File: config.mk
export PLATFORM = sky130hd
export DESIGN_NAME = readout_sequencer
export DESIGN_NICKNAME = d
export VERILOG_FILES = /design/src/rtl/readout_sequencer.sv
export SDC_FILE = /design/constraint.sdc
export NUM_CORES = 1
export LEC_CHECK = 0
export BUFFER_PORTS_ARGS = -buffer_cell sky130_fd_sc_hd__buf_4
export CAP_MARGIN = 20
export CORE_MARGIN = 4
export CORE_UTILIZATION = 35
export CTS_CLUSTER_DIAMETER = 50
export CTS_CLUSTER_SIZE = 24
export DETAILED_ROUTE_END_ITERATION = 7
export GPL_TIMING_DRIVEN = 0
export PLACE_DENSITY = 0.57
export SLEW_MARGIN = 0
export SYNTH_ARGS = -nofsm -noshare
export SYNTH_HDL_FRONTEND = slang
export SYNTH_SLANG_ARGS = --single-unit
File: constraint.sdc
create_clock -name Clk -period 2.7 [get_ports Clk]
set_input_delay 0 -clock Clk [delete_from_list [all_inputs] [get_ports Clk]]
set_output_delay 0 -clock Clk [all_outputs]
set_load 0.005 [all_outputs]
File: src/rtl/readout_sequencer.sv
// Pixel-row readout sequencer: walks rows, holds each NRE low through settle and one ADC conversion.
// Optional READOUT_ERASE_EN adds an Erase pulse after each completed frame.
module readout_sequencer #(
  parameter int unsigned NUM_ROWS      = 2,
  parameter int unsigned SETTLE_CYCLES = 2,
  parameter int unsigned ADC_TIMEOUT   = 8,
  parameter int unsigned ERASE_CYCLES  = 3
) (
  input  logic                Clk,
  input  logic                Reset,
  input  logic                Start,
  input  logic                Abort,
  input  logic                Adc_done,
  output logic                Adc_start,
  output logic [NUM_ROWS-1:0] NRE,
  output logic [3:0]          Row_idx,
  output logic                Busy,
  output logic                Frame_done,
  output logic                Timeout_err,
  output logic                Erase
);

  localparam logic [2:0] StIdle    = 3'd0;
  localparam logic [2:0] StSelect  = 3'd1;
  localparam logic [2:0] StConvert = 3'd2;
  localparam logic [2:0] StNext    = 3'd3;
  localparam logic [2:0] StDone    = 3'd4;
`ifdef READOUT_ERASE_EN
  localparam logic [2:0] StErase   = 3'd5;
`endif

  localparam logic [3:0] SettleLast  = 4'(SETTLE_CYCLES - 1);
  localparam logic [7:0] TimeoutLast = 8'(ADC_TIMEOUT - 1);
  localparam logic [3:0] RowLast     = 4'(NUM_ROWS - 1);

  logic [2:0]          state_q, state_d;
  logic [3:0]          row_d;
  logic [3:0]          settle_q, settle_d;
  logic [7:0]          wait_q, wait_d;
  logic                timeout_err_d;
  logic                adc_start_d;
  logic [NUM_ROWS-1:0] nre_d;
`ifdef READOUT_ERASE_EN
  localparam logic [7:0] EraseLast = 8'(ERASE_CYCLES - 1);
  logic [7:0]          erase_cnt_q, erase_cnt_d;
`endif

  always_comb begin
    state_d       = state_q;
    row_d         = Row_idx;
    settle_d      = settle_q;
    wait_d        = wait_q;
    timeout_err_d = Timeout_err;
`ifdef READOUT_ERASE_EN
    erase_cnt_d   = erase_cnt_q;
`endif
    // Abort outranks every other event once a readout is in flight.
    if (state_q != StIdle && Abort) begin
      state_d  = StIdle;
      row_d    = 4'd0;
      settle_d = 4'd0;
      wait_d   = 8'd0;
`ifdef READOUT_ERASE_EN
      erase_cnt_d = 8'd0;
`endif
    end else begin
      case (state_q)
        StIdle: begin
          if (Start) begin
            state_d       = StSelect;
            row_d         = 4'd0;
            settle_d      = 4'd0;
            timeout_err_d = 1'b0;
          end
        end
        StSelect: begin
          if (settle_q == SettleLast) begin
            state_d  = StConvert;
            settle_d = 4'd0;
            wait_d   = 8'd0;
          end else begin
            settle_d = settle_q + 4'd1;
          end
        end
        StConvert: begin
          // wait_q is zero in the Adc_start cycle, so a done there is ignored.
          if (wait_q != 8'd0 && Adc_done) begin
            state_d = StNext;
            wait_d  = 8'd0;
          end else if (wait_q == TimeoutLast) begin
            state_d       = StNext;
            wait_d        = 8'd0;
            timeout_err_d = 1'b1;
          end else begin
            wait_d = wait_q + 8'd1;
          end
        end
        StNext: begin
          if (Row_idx == RowLast) begin
            state_d = StDone;
          end else begin
            state_d  = StSelect;
            row_d    = Row_idx + 4'd1;
            settle_d = 4'd0;
          end
        end
        StDone: begin
          row_d = 4'd0;
`ifdef READOUT_ERASE_EN
          state_d     = StErase;
          erase_cnt_d = 8'd0;
`else
          state_d = StIdle;
`endif
        end
`ifdef READOUT_ERASE_EN
        StErase: begin
          if (erase_cnt_q == EraseLast) begin
            state_d     = StIdle;
            erase_cnt_d = 8'd0;
          end else begin
            erase_cnt_d = erase_cnt_q + 8'd1;
          end
        end
`endif
        default: begin
          state_d = StIdle;
          row_d   = 4'd0;
        end
      endcase
    end
  end

  // Outputs are decoded from the next state so they can be registered alongside it.
  always_comb begin
    nre_d = '1;
    if (state_d == StSelect || state_d == StConvert) begin
      for (int unsigned i = 0; i < NUM_ROWS; i++) begin
        if (row_d == 4'(i)) nre_d[i] = 1'b0;
      end
    end
    adc_start_d = (state_q == StSelect) && (state_d == StConvert);
  end

  always_ff @(posedge Clk) begin
    if (!Reset) begin
      state_q     <= StIdle;
      settle_q    <= 4'd0;
      wait_q      <= 8'd0;
      Row_idx     <= 4'd0;
      NRE         <= '1;
      Adc_start   <= 1'b0;
      Busy        <= 1'b0;
      Frame_done  <= 1'b0;
      Timeout_err <= 1'b0;
    end else begin
      state_q     <= state_d;
      settle_q    <= settle_d;
      wait_q      <= wait_d;
      Row_idx     <= row_d;
      NRE         <= nre_d;
      Adc_start   <= adc_start_d;
      Busy        <= (state_d != StIdle);
      Frame_done  <= (state_d == StDone);
      Timeout_err <= timeout_err_d;
    end
  end

`ifdef READOUT_ERASE_EN
  always_ff @(posedge Clk) begin
    if (!Reset) begin
      erase_cnt_q <= 8'd0;
      Erase       <= 1'b0;
    end else begin
      erase_cnt_q <= erase_cnt_d;
      Erase       <= (state_d == StErase);
    end
  end
`else
  assign Erase = 1'b0;
`endif

endmodule

; After elaboration in Yosys (flattened, before gate mapping)
; Cells that the tools add are included.
[word_totals]
register_bits = 25
input_bits = 5
output_inout_bits = 11
word_cells = 72
[classes]
add_sub_neg = 3
eq_ne = 15
mux = 25
bitwise = 2
n_reduce_logical = 18
[ops]
columns = operator, n
row1 = 4-bit 2-to-1 mux, 6
row2 = 8-bit 2-to-1 mux, 3
row3 = 4-bit one-hot mux with 3 select lines, 2
row4 = 3-bit 2-to-1 mux, 6
row5 = 8-bit one-hot mux with 2 select lines, 1
row6 = 4-bit by 1-bit equality test with 1-bit output (second input constant), 3
row7 = 3-bit one-hot mux with 4 select lines, 1
row8 = 2-bit != test (second input constant), 5
row9 = 3-bit by 2-bit equality test with 1-bit output (second input constant), 3
row10 = 3-bit nonzero test, 3
row11 = 4-bit by 1-bit adder with 4-bit output (second input constant), 2
row12 = 8-bit by 1-bit adder with 8-bit output (second input constant), 1
row13 = 8-bit by 3-bit equality test with 1-bit output (second input constant), 1
row14 = 8-bit nonzero test, 1
row15 = 3-bit by 1-bit equality test with 1-bit output (second input constant), 2
row16 = 1-bit 2-to-1 mux, 5
row17 = 5-bit AND reduction, 1
row18 = 4-bit logical NOT, 1
row19 = 2-bit AND reduction, 2
row20 = 2-bit nonzero test, 2
row21 = 2-bit OR reduction, 2
row22 = 3-bit equality test (second input constant), 1
row23 = 1-bit logical AND, 3
row24 = 3-bit logical NOT, 1
row25 = other kinds (4), 5

; Logic depth before layout (Yosys ltp)
; Gate-level depths: netlist of run 1.
[depth]
word_depth = 8
ltp_mapped = 9
ltp_nobuf = 8

; Worst setup path before layout of run 1
; No wires, ideal clock.
[synth_path]
path_type = register to register
startpoint = register Row_idx[1]
endpoint = register NRE[0]
setup_ns = 0.134
arrival_ns = 1.986
required_time_ns = 2.566
setup_slack_ns = 0.580
path_stages_with_launch = 9
path_buffers = 0
synth_period_minus_slack_ns = 2.120
path_cell_list = dfxtp_1 inv_1 ha_1 or3b_1 nand2_1 a221oi_1 a31oi_4 mux2i_1 or4_1
[synth_via]
elab_chain_len = 7
elab_cells_between_ends = 15
classes_between = add/sub: 1 / eq/ne: 3 / mux: 8 / reduce/logical: 3
[synth_rtl]
columns = item, line
row1 = from (decl), 16  ; output logic [3:0] Row_idx,
row2 = from (signal assigned), 160  ; Row_idx <= row_d;
row3 = branches (longest 7 deep; another with 4-bit by 1-bit adder with 4-bit output), -
row4 = to (signal assigned), 161  ; NRE <= nre_d;
row5 = to (decl), 15  ; output logic [NUM_ROWS-1:0] NRE,
; Parallel ways; which one is timed is not known.
; A chain may end at the register's enable or synchronous reset.

; Worst setup path after layout of run 1
[layout_path]
startpoint = register Row_idx[0]
endpoint = register NRE[0]
; Same word-level chain as after synthesis.

==> impl_metrics.csv, run 1 <==
group,metric,value,unit
status,outcome,"complete, no violations",
synth,synthesis.instances,170,
sta,rsz0062_at_grt,"false",
critical_path,cp_top_family,"simple AND/OR/NAND/NOR gates",
sta,finalHoldViolations,0,
clocking,cts_max_path_buffers,2,
clocking,cts_setup_buffers,0,
power_and_ir_drop,comb_power_share,17.8,%
global_routing,grt_pass1_wl,5230,µm
power_and_ir_drop,p_seq_share,51.8,%
power_and_ir_drop,intPower,0.5426,mW
critical_path,path_class,"flop to flop",
min_path,min-delay-start,"Adc_done",
critical_path,cp.buffers_inverters,0,
clocking,cts_tree,"built",
power_and_ir_drop,switching_power,0.2122,mW
routing,routedWlPerCell,12.57,µm
place,portBuffers,14,
clocking,path_clk_slew,0.10,ns
sta,tns,0,ns
finish,area_growth,16.44,%
floorplan,die-height,70.40,µm
sta,max_clock_freq,421.6,MHz
place,gp_congestion,0.8592,
power_and_ir_drop,total_leakage_power,0.6074,nW
synth,ys_seq_elements,25,
place,dpl.hpwl,2262,µm
synth,yosys_warnings,0,
sta,setup_viol,0,
power_and_ir_drop,p_sw_share,28.12,%
run,max_cap_violations,0,
global_routing,grt_pass1_vias,1119,
critical_path,cp.required,2.86,ns
synth,synth_area,1363,µm²
min_path,hp-class,"primary input to flop",
global_routing,antenna_found_initial,0,
routing,firstDrtPassIters,4,
clocking,clk_latency,0.27,ns
critical_path,reg2reg_to,"NRE[0]",
min_path,hold-path-cell-count,3,
floorplan,num_io_pins,16,
power_and_ir_drop,total_power,0.7548,mW
floorplan,core_area,3716,µm²
finish,final_layout_size_suffix_gt1_share,14.29,%
critical_path,worstPathMaxFanout,9,
critical_path,cp_slowest_stage_delay,0.51,ns
sta,fin_skew,0.009574,ns
sta,maxSlewViolCount,0,
clocking,cts_inserted_buffers,3,
routing,drt-initial-drc-count,85,
synth,synth.avg_cell_area,8.015,µm²
global_routing,grt_start_max_net_pins,16,
routing,remaining_drc_errors,0,
synth,synth_fp_nets,181,
routing,postRouteAntennaNets,0,
critical_path,cp-end-kind,"flop",
critical_path,path_cells,"ha_1, or3b_1, nand2_1, a221oi_1, a31oi_4, mux2i_1, or4_1",
clocking,cts.sinks,25,
global_routing,overflow,0,
clocking,cts_resized,0,
floorplan,rows,22,
finish,diodes,0,
synth,async_flop_share,0,%
routing,totalWireLength,2980,µm
synth,ys_seq_area_share,36.73,%
finish,nets,201,
synth,synth_top_area_cell,"dfxtp_1",
power_and_ir_drop,clockPowerShare,30.4,%
clocking,hold_buffers,1,
synth,synthTopCellsByArea,"dfxtp_1 37%, nor2_1 8.8%, ha_1 5.5%",
critical_path,reg2reg_slack,0.33,ns
critical_path,start_kind,"flop",
floorplan,chipWidth,70.40,µm
synth,synthDistinctLibCells,45,
routing,vias_per_cell,5.148,
min_path,hold_end,"wait_q[2]",
critical_path,cp_slowest_cell,"or4_1",
floorplan,start_util,36.67,%
sta,min_period_over_period,87.84,%
clocking,root_buffer,"clkbuf_8",
floorplan,dieArea,4955,µm²
synth,yosys_most_used_dff,"dfxtp_1",
global_routing,grt_use_total,12.87,%
critical_path,reg2reg_from,"Row_idx[0]",
critical_path,reg2reg_depth,7,
sta,finalCriticalPeriod,2.372,ns
clocking,htree_levels,1,
power_and_ir_drop,power_per_cell_area,475.8,nW/µm²
routing,vias,1220,
synth,synth.top_cell.area_share,36.73,%
synth,synth_edf_count,0,
critical_path,arrival,2.53,ns
power_and_ir_drop,vdd_drop_max,0.0002609,V
cell type report:
cell class | count | area, µm²
inverters | 6 | 22.52
clock inverters | 1 | 7.507
flip-flops and latches | 25 | 500.5
fillers | 393 | 2130
plain buffers | 6 | 27.53
clock buffers | 3 | 41.29
well taps | 48 | 60.06
multi-input cells | 133 | 812.0
repair buffers | 15 | 115.1
how the worst max path moves through the flow:
stage | start | end | slack [ns] | cells past startpoint
3_3_place_gp | settle_q[0] | NRE[0] | 0.38 | 8
6_report | Row_idx[0] | NRE[0] | 0.33 | 7
2_1_floorplan | Row_idx[1] | NRE[0] | 0.58 | 8
5_1_grt | settle_q[0] | NRE[0] | 0.12 | 8
4_1_cts | Row_idx[1] | NRE[0] | 0.33 | 8
3_5_place_dp | Row_idx[1] | NRE[0] | 0.34 | 8
per-stage QoR:
step           hold WS [ns]  utilization, %  area, µm²  instances  setup slack [ns]
6_report            0.09394           42.69       1587        237            0.3283
5_1_grt             0.07985           42.69       1587        237            0.1176
4_1_cts             0.08359           42.69       1587        237            0.3272
3_5_place_dp         0.2690           41.11       1528        232            0.3408
3_3_place_gp         0.2683           41.11       1528        232            0.3774
2_1_floorplan        0.1217               -       1363        170            0.5799
state kept, by name, summed over array words and instances (netlist names):
signal / count
state_q: 3
Frame_done: 1
Adc_start: 1
wait_q: 8
NRE: 2
Busy: 1
settle_q: 4
Timeout_err: 1
Row_idx: 4
cell usage after synthesis (2+ instances only):
| cell | n |
|---|---|
| o21ai_0 | 3 |
| nor2_1 | 32 |
| a21oi_1 | 9 |
| dfxtp_1 | 25 |
| o21bai_1 | 2 |
| nor3b_1 | 2 |
| nor2b_1 | 3 |
| and2_1 | 2 |
| a31oi_1 | 3 |
| nand3_1 | 7 |
| inv_1 | 6 |
| o21ai_2 | 2 |
| nor3_1 | 5 |
| nand2b_1 | 5 |
| o31ai_1 | 2 |
| xnor2_1 | 3 |
| clkbuf_1 | 4 |
| nand4b_1 | 2 |
| nand4_1 | 4 |
| ha_1 | 6 |
| xor2_1 | 4 |
| mux2i_1 | 2 |
| nand2_1 | 15 |
worst register-to-register path: stages (launching register included):
cell and delay, ns:
dfxtp_1 0.49, ha_1 0.25, or3b_1 0.41, nand2_1 0.12
a221oi_1 0.12, a31oi_4 0.23, mux2i_1 0.14, or4_1 0.51
metal layers:
metal / share of wire, % / track usage, % / vias up
li1: - / - / 629
met4: 0.60 / 2.979 / 0
met3: 4.9 / 3.885 / 2
met5: 0 / 0 / -
met2: 46 / 20.27 / 30
met1: 48 / 17.18 / 559
kinds of logic (layout without fill, tap and decap cells):
logic type               count (synthesis)  in the layout  share of synthesized area, %
AO/OA/AOI/OAI                           33             33                         17.54
buffers and inverters                   12             31                         3.673
AND/OR/NAND/NOR                         84             84                         30.30
flip-flops                              25             25                         36.73
XOR/XNOR                                 7              7                         4.500
other                                    1              1                        0.2752
multiplexers                             2              2                         1.469
adder cells (fa/ha/maj)                  6              6                         5.509
layout by cell type, fill, tap and decap left out, types with 2 or more instances in the layout:
cell and n:
ha_1 6, o21bai_1 2, mux2i_1 2, xor2_1 4
clkbuf_8 3, xnor2_1 3, buf_4 15, o31ai_1 2
nor2b_1 3, a21oi_1 9, nor3b_1 2, nand2b_1 5
nand2_1 15, dfxtp_1 25, nor2_1 32, o21ai_0 3
clkbuf_1 4, nand4b_1 2, o21ai_2 2, nor3_1 5
nand3_1 7, and2_1 2, nand4_1 4, a31oi_1 3
inv_1 6
power groups by stage:
stage               clock, mW  combinational (mW)  sequential [mW]
detailed placement          0               0.132            0.400
global route            0.257               0.150            0.394
finish                  0.230               0.134            0.391
floorplan                   0              0.0914            0.399
global placement            0               0.129            0.400
CTS                     0.240               0.134            0.391
Note: power is estimated with default switching activity, not from simulation.
==> run 2, diff against run 1 <==
RECOVER_POWER = 25   (was not set)
==> impl_metrics.csv, run 2 (synthesis gave the netlist of run 1 again) <==
group,metric,value,unit
floorplan,die-height,70.40,µm
critical_path,cp_slowest_stage_delay,0.51,ns
routing,totalWireLength,2986,µm
finish,final_layout_size_suffix_gt1_share,14.29,%
critical_path,reg2reg_from,"Row_idx[1]",
min_path,hp-class,"primary input to flop",
sta,finalHoldViolations,0,
sta,fin_skew,0.01156,ns
critical_path,reg2reg_slack,0.33,ns
sta,maxSlewViolCount,0,
min_path,hold_end,"wait_q[2]",
clocking,clk_latency,0.27,ns
finish,nets,201,
sta,finalCriticalPeriod,2.372,ns
finish,area_growth,16.44,%
critical_path,cp_slowest_cell,"or4_1",
routing,vias,1227,
critical_path,start_kind,"flop",
finish,fillers,393,
finish,largest-register,"wait_q",
global_routing,overflow,0,
run,max_cap_violations,0,
critical_path,reg2reg_to,"NRE[0]",
finish,top_regs,"wait_q: 8 flops, Row_idx: 4 flops, settle_q: 4 flops",
clocking,hold_buffers,1,
power_and_ir_drop,power_per_cell_area,474.6,nW/µm²
global_routing,grt_pass1_wl,5230,µm
min_path,hold-path-cell-count,3,
critical_path,arrival,2.53,ns
floorplan,dieArea,4955,µm²
place,detailedPlace.worstSlack,0.3408,ns
clocking,path_clk_slew,0.10,ns
finish,layout_commonest_cell,"nor2_1",
floorplan,chipWidth,70.40,µm
global_routing,grt_start_max_net_pins,16,
floorplan,start_util,36.67,%
floorplan,num_io_pins,16,
routing,routedWlPerCell,12.60,µm
finish,layout_common_cells,"32 x nor2_1, 25 x dfxtp_1, 15 x nand2_1",
place,gp_congestion,0.8592,
clocking,cts_resized,0,
critical_path,cp.required,2.86,ns
finish,stdcell_count,237,
sta,rsz0062_at_grt,"false",
sta,min_period_over_period,87.84,%
place,portBuffers,14,
power_and_ir_drop,total_leakage_power,0.6042,nW
global_routing,grt_use_total,12.87,%
routing,remaining_drc_errors,0,
floorplan,core_area,3716,µm²
power_and_ir_drop,total_power,0.7530,mW
power_and_ir_drop,vdd_drop_max,0.0002578,V
critical_path,worstPathMaxFanout,7,
critical_path,path_cells,"inv_1, ha_1, or3b_1, nand2_1, a221oi_1, a31oi_4, mux2i_1, or4_1",
place,dpl.cell_count,232,
critical_path,cp-end-kind,"flop",
min_path,min-delay-start,"Adc_done",
clocking,cts_inserted_buffers,3,
status,outcome,"complete, no violations",
critical_path,reg2reg_depth,8,
clocking,root_buffer,"clkbuf_8",
sta,setup_viol,0,
sta,max_clock_freq,421.7,MHz
global_routing,grt_pass1_vias,1119,
routing,vias_per_cell,5.177,
sta,fin_ws,0.3284,ns
clocking,cts_max_path_buffers,2,
routing,postRouteAntennaNets,0,
clocking,htree_levels,1,
clocking,cts_setup_buffers,0,
routing,drt-initial-drc-count,92,
finish,largest_register_ffs,8,
finish,diodes,0,
critical_path,path_class,"flop to flop",
global_routing,antenna_found_initial,0,
place,dpl.hpwl,2262,µm
routing,firstDrtPassIters,4,
clocking,cts_tree,"built",
floorplan,rows,22,
sta,tns,0,ns
clocking,cts.sinks,25,
==> run 2: area by class of cell <==
cell class,instances,area [µm²],area share (%)
Sequential cell,25,500.5,31.55
Clock buffer,3,41.29,2.603
Clock inverter,1,7.507,0.4732
Timing Repair Buffer,15,115.1,7.256
Tap cell,48,60.06,3.785
Multi-Input combinational cell,133,812.0,51.18
Inverter,6,22.52,1.420
Buffer,6,27.53,1.735
==> run 2: critical path, delay by kind of cell, from the launching register on <==
family                   cells  cell delay, ns
multiplexers                 1            0.18
adder cells (fa/ha/maj)      1            0.21
AO/OA/AOI/OAI                2            0.52
flip-flops                   1            0.46
AND/OR/NAND/NOR              3            0.82
buffers and inverters        1            0.07
==> run 2: power breakdown <==
group / internal, mW / switching, mW
Clock: 0.105 / 0.124
Combinational: 0.0557 / 0.0774
Sequential: 0.382 / 0.00941
Total: 0.542 / 0.211
==> run 2: worst max path at each step <==
stage,start,to,slack (ns),cells after the start
final,Row_idx[1],NRE[0],0.33,8
after global routing,settle_q[0],NRE[0],0.12,8
after CTS,Row_idx[1],NRE[0],0.33,8
after detailed placement,Row_idx[1],NRE[0],0.34,8
after global placement,settle_q[0],NRE[0],0.38,8
after floorplan,Row_idx[1],NRE[0],0.58,8
==> run 2: metrics by stage <==
step                hold slack (ns)  area, µm²  util [%]
detailed placement           0.2690       1528     41.11
CTS                         0.08359       1587     42.69
floorplan                    0.1217       1363         -
finish                      0.09262       1587     42.69
global placement             0.2683       1528     41.11
global route                0.07985       1587     42.69
==> run 2: metal layers <==
metal / vias to the layer above / GRT usage, % / wire, µm / share of wire, %
met4: 0 / 2.979 / 18 / 0.60
li1: 627 / - / - / -
met5: - / 0 / 0 / 0
met2: 30 / 20.27 / 1400 / 47
met3: 2 / 3.885 / 146 / 4.9
met1: 568 / 17.18 / 1421 / 48
==> run 3, diff against run 2 <==
ABC_AREA = 1   (was not set)
==> impl_metrics.csv, run 3 <==
group,metric,value,unit
critical_path,start_kind,"flop",
power_and_ir_drop,power_per_cell_area,454.1,nW/µm²
synth,yosys_most_used_dff,"dfxtp_1",
clocking,root_buffer,"clkbuf_8",
critical_path,reg2reg_depth,8,
min_path,hold_end,"Timeout_err",
clocking,cts_inserted_buffers,3,
clocking,cts_max_path_buffers,2,
sta,rsz0062_at_grt,"false",
floorplan,num_io_pins,16,
routing,routedWlPerCell,10.62,µm
finish,final_layout_size_suffix_gt1_share,15.52,%
status,outcome,"complete, no violations",
critical_path,path_class,"flop to flop",
critical_path,reg2reg_slack,1.10,ns
floorplan,core_area,4029,µm²
global_routing,grt_pass1_vias,1251,
clocking,path_clk_slew,0.09,ns
critical_path,worstSetupStartpoint,"Row_idx[0]",
sta,setup_viol,0,
critical_path,reg2reg_to,"NRE[1]",
finish,layout_commonest_cell,"nand2_1",
routing,vias,1313,
global_routing,overflow,0,
synth,synth_edf_count,0,
critical_path,arrival,1.78,ns
synth,synth_top_area_cell,"dfxtp_1",
synth,synth.top_cell.area_share,34.16,%
finish,nets,244,
routing,totalWireLength,2994,µm
routing,postRouteAntennaNets,0,
power_and_ir_drop,total_power,0.7602,mW
clocking,cts_tree,"built",
clocking,cts_resized,0,
routing,remaining_drc_errors,0,
routing,vias_per_cell,4.656,
run,max_cap_violations,0,
clocking,cts_setup_buffers,0,
clocking,hold_buffers,0,
routing,firstDrtPassIters,4,
critical_path,cp-end-kind,"flop",
synth,async_flop_share,0,%
place,portBuffers,14,
global_routing,grt_use_total,12.55,%
floorplan,rows,23,
synth,synthesis.instances,214,
sta,finalCriticalPeriod,1.601,ns
place,dpl.cell_count,278,
critical_path,reg2reg_from,"Row_idx[0]",
floorplan,start_util,36.37,%
routing,drt-initial-drc-count,55,
global_routing,antenna_found_initial,0,
floorplan,die-height,72.70,µm
floorplan,dieArea,5285,µm²
synth,synth.avg_cell_area,6.847,µm²
sta,min_period_over_period,59.30,%
min_path,hold-path-cell-count,3,
finish,final_util,41.55,%
synth,ys_seq_elements,25,
synth,synthTopCellsByArea,"dfxtp_1 34%, nand2_1 14%, inv_1 7.4%",
place,dpl.hpwl,2408,µm
finish,fillers,445,
finish,stdcell_count,282,
clocking,clk_latency,0.27,ns
synth,yosysMostFrequentCell,"nand2_1",
clocking,cts.sinks,25,
power_and_ir_drop,vdd_drop_max,0.0003345,V
sta,max_clock_freq,624.6,MHz
place,gp_congestion,0.8236,
synth,synth_area,1465,µm²
global_routing,grt_pass1_wl,5375,µm
min_path,hp-class,"primary input to flop",
finish,largest-register,"wait_q",
finish,layout_common_cells,"55 x nand2_1, 29 x inv_1, 25 x dfxtp_1",
sta,finalHoldViolations,0,
synth,yosys_warnings,0,
critical_path,cp.required,2.88,ns
critical_path,worstPathMaxFanout,7,
finish,area_growth,14.26,%
sta,maxSlewViolCount,0,
min_path,min-delay-start,"Reset",
sta,fin_skew,0.004210,ns
clocking,htree_levels,1,
floorplan,chipWidth,72.70,µm
global_routing,grt_start_max_net_pins,16,
finish,largest_register_ffs,8,
synth,ys_seq_area_share,34.16,%
finish,top_regs,"wait_q: 8 flops, Row_idx: 4 flops, settle_q: 4 flops",
synth,synthDistinctLibCells,29,
sta,tns,0,ns
synth,synth_fp_nets,225,
finish,diodes,0,
synth,synthTopCellsByCount,"55 x nand2_1, 29 x inv_1, 25 x dfxtp_1",
sta,whs,0.007063,ns
power_and_ir_drop,total_leakage_power,0.7270,nW
[run 3: cell types whose count changed in the layout (fill, tap and decap cells not counted), moves of 4 or more]
cell / previous run / this run
nand2_1: 15 / 55
inv_1: 6 / 29
nand3_1: 7 / 21
nor2_1: 32 / 24
nand2b_1: 5 / 0
o21ai_0: 3 / 8
xor2_1: 4 / 0
[run 3: critical path, cell delays in order (launching register included)]
cell	delay [ns]
dfxtp_1	0.48
ha_1	0.28
nand2_1	0.14
nand2_1	0.08
nand2_1	0.05
a21oi_1	0.17
nand3_1	0.13
nand2_1	0.11
nand2_1	0.06
[run 3: through the flow]
step | area (µm²) | setup slack (ns)
3_5_place_dp | 1633 | 1.072
6_report | 1674 | 1.099
4_1_cts | 1682 | 1.054
5_1_grt | 1674 | 0.8760
3_3_place_gp | 1633 | 1.096
2_1_floorplan | 1465 | 1.312
[run 3: kinds of logic (layout without fill, tap and decap cells)]
logic type / after synthesis / count (layout) / synth area share, %
AOI/OAI and AO/OA: 22 / 22 / 9.138
adders and majority gates: 6 / 6 / 5.124
buffers and inverters: 33 / 51 / 9.394
DFF: 25 / 25 / 34.16
other: 1 / 1 / 0.2559
and+or+nand+nor: 127 / 127 / 41.93
[run 3: worst max-delay path by stage]
stage | endpoint | slack [ns] | cells after the start
floorplan | NRE[1] | 1.31 | 10
global placement | NRE[1] | 1.10 | 8
finish | NRE[1] | 1.10 | 8
detailed placement | NRE[1] | 1.07 | 8
global route | NRE[1] | 0.88 | 8
CTS | NRE[1] | 1.05 | 8
[run 3: area by class of cell]
cell class | count | area, µm² | share of cell area [%]
repair buffers | 14 | 97.59 | 5.830
flip-flops and latches | 25 | 500.5 | 29.90
inverters | 31 | 118.9 | 7.100
clock inverters | 1 | 7.507 | 0.4484
well taps | 50 | 62.56 | 3.737
clock buffers | 3 | 41.29 | 2.466
plain buffers | 2 | 18.77 | 1.121
multi-input cells | 156 | 827.0 | 49.40
[run 3: metal layers]
metal / GRT usage (%) / vias to the layer above / part of all wire [%]
li1: - / 719 / -
met1: 15.01 / 571 / 48
met2: 22.44 / 21 / 47
met3: 3.444 / 2 / 4.0
met4: 2.459 / 0 / 0.50
met5: 0 / - / 0
[run 3: where the power goes]
part / total (mW) / switching (mW) / internal [mW] / leakage (nW)
logic: 0.135 / 0.0873 / 0.0476 / 0.503
registers: 0.393 / 0.0113 / 0.382 / 0.203
clock network: 0.232 / 0.127 / 0.105 / 0.0217
total: 0.760 / 0.226 / 0.534 / 0.727
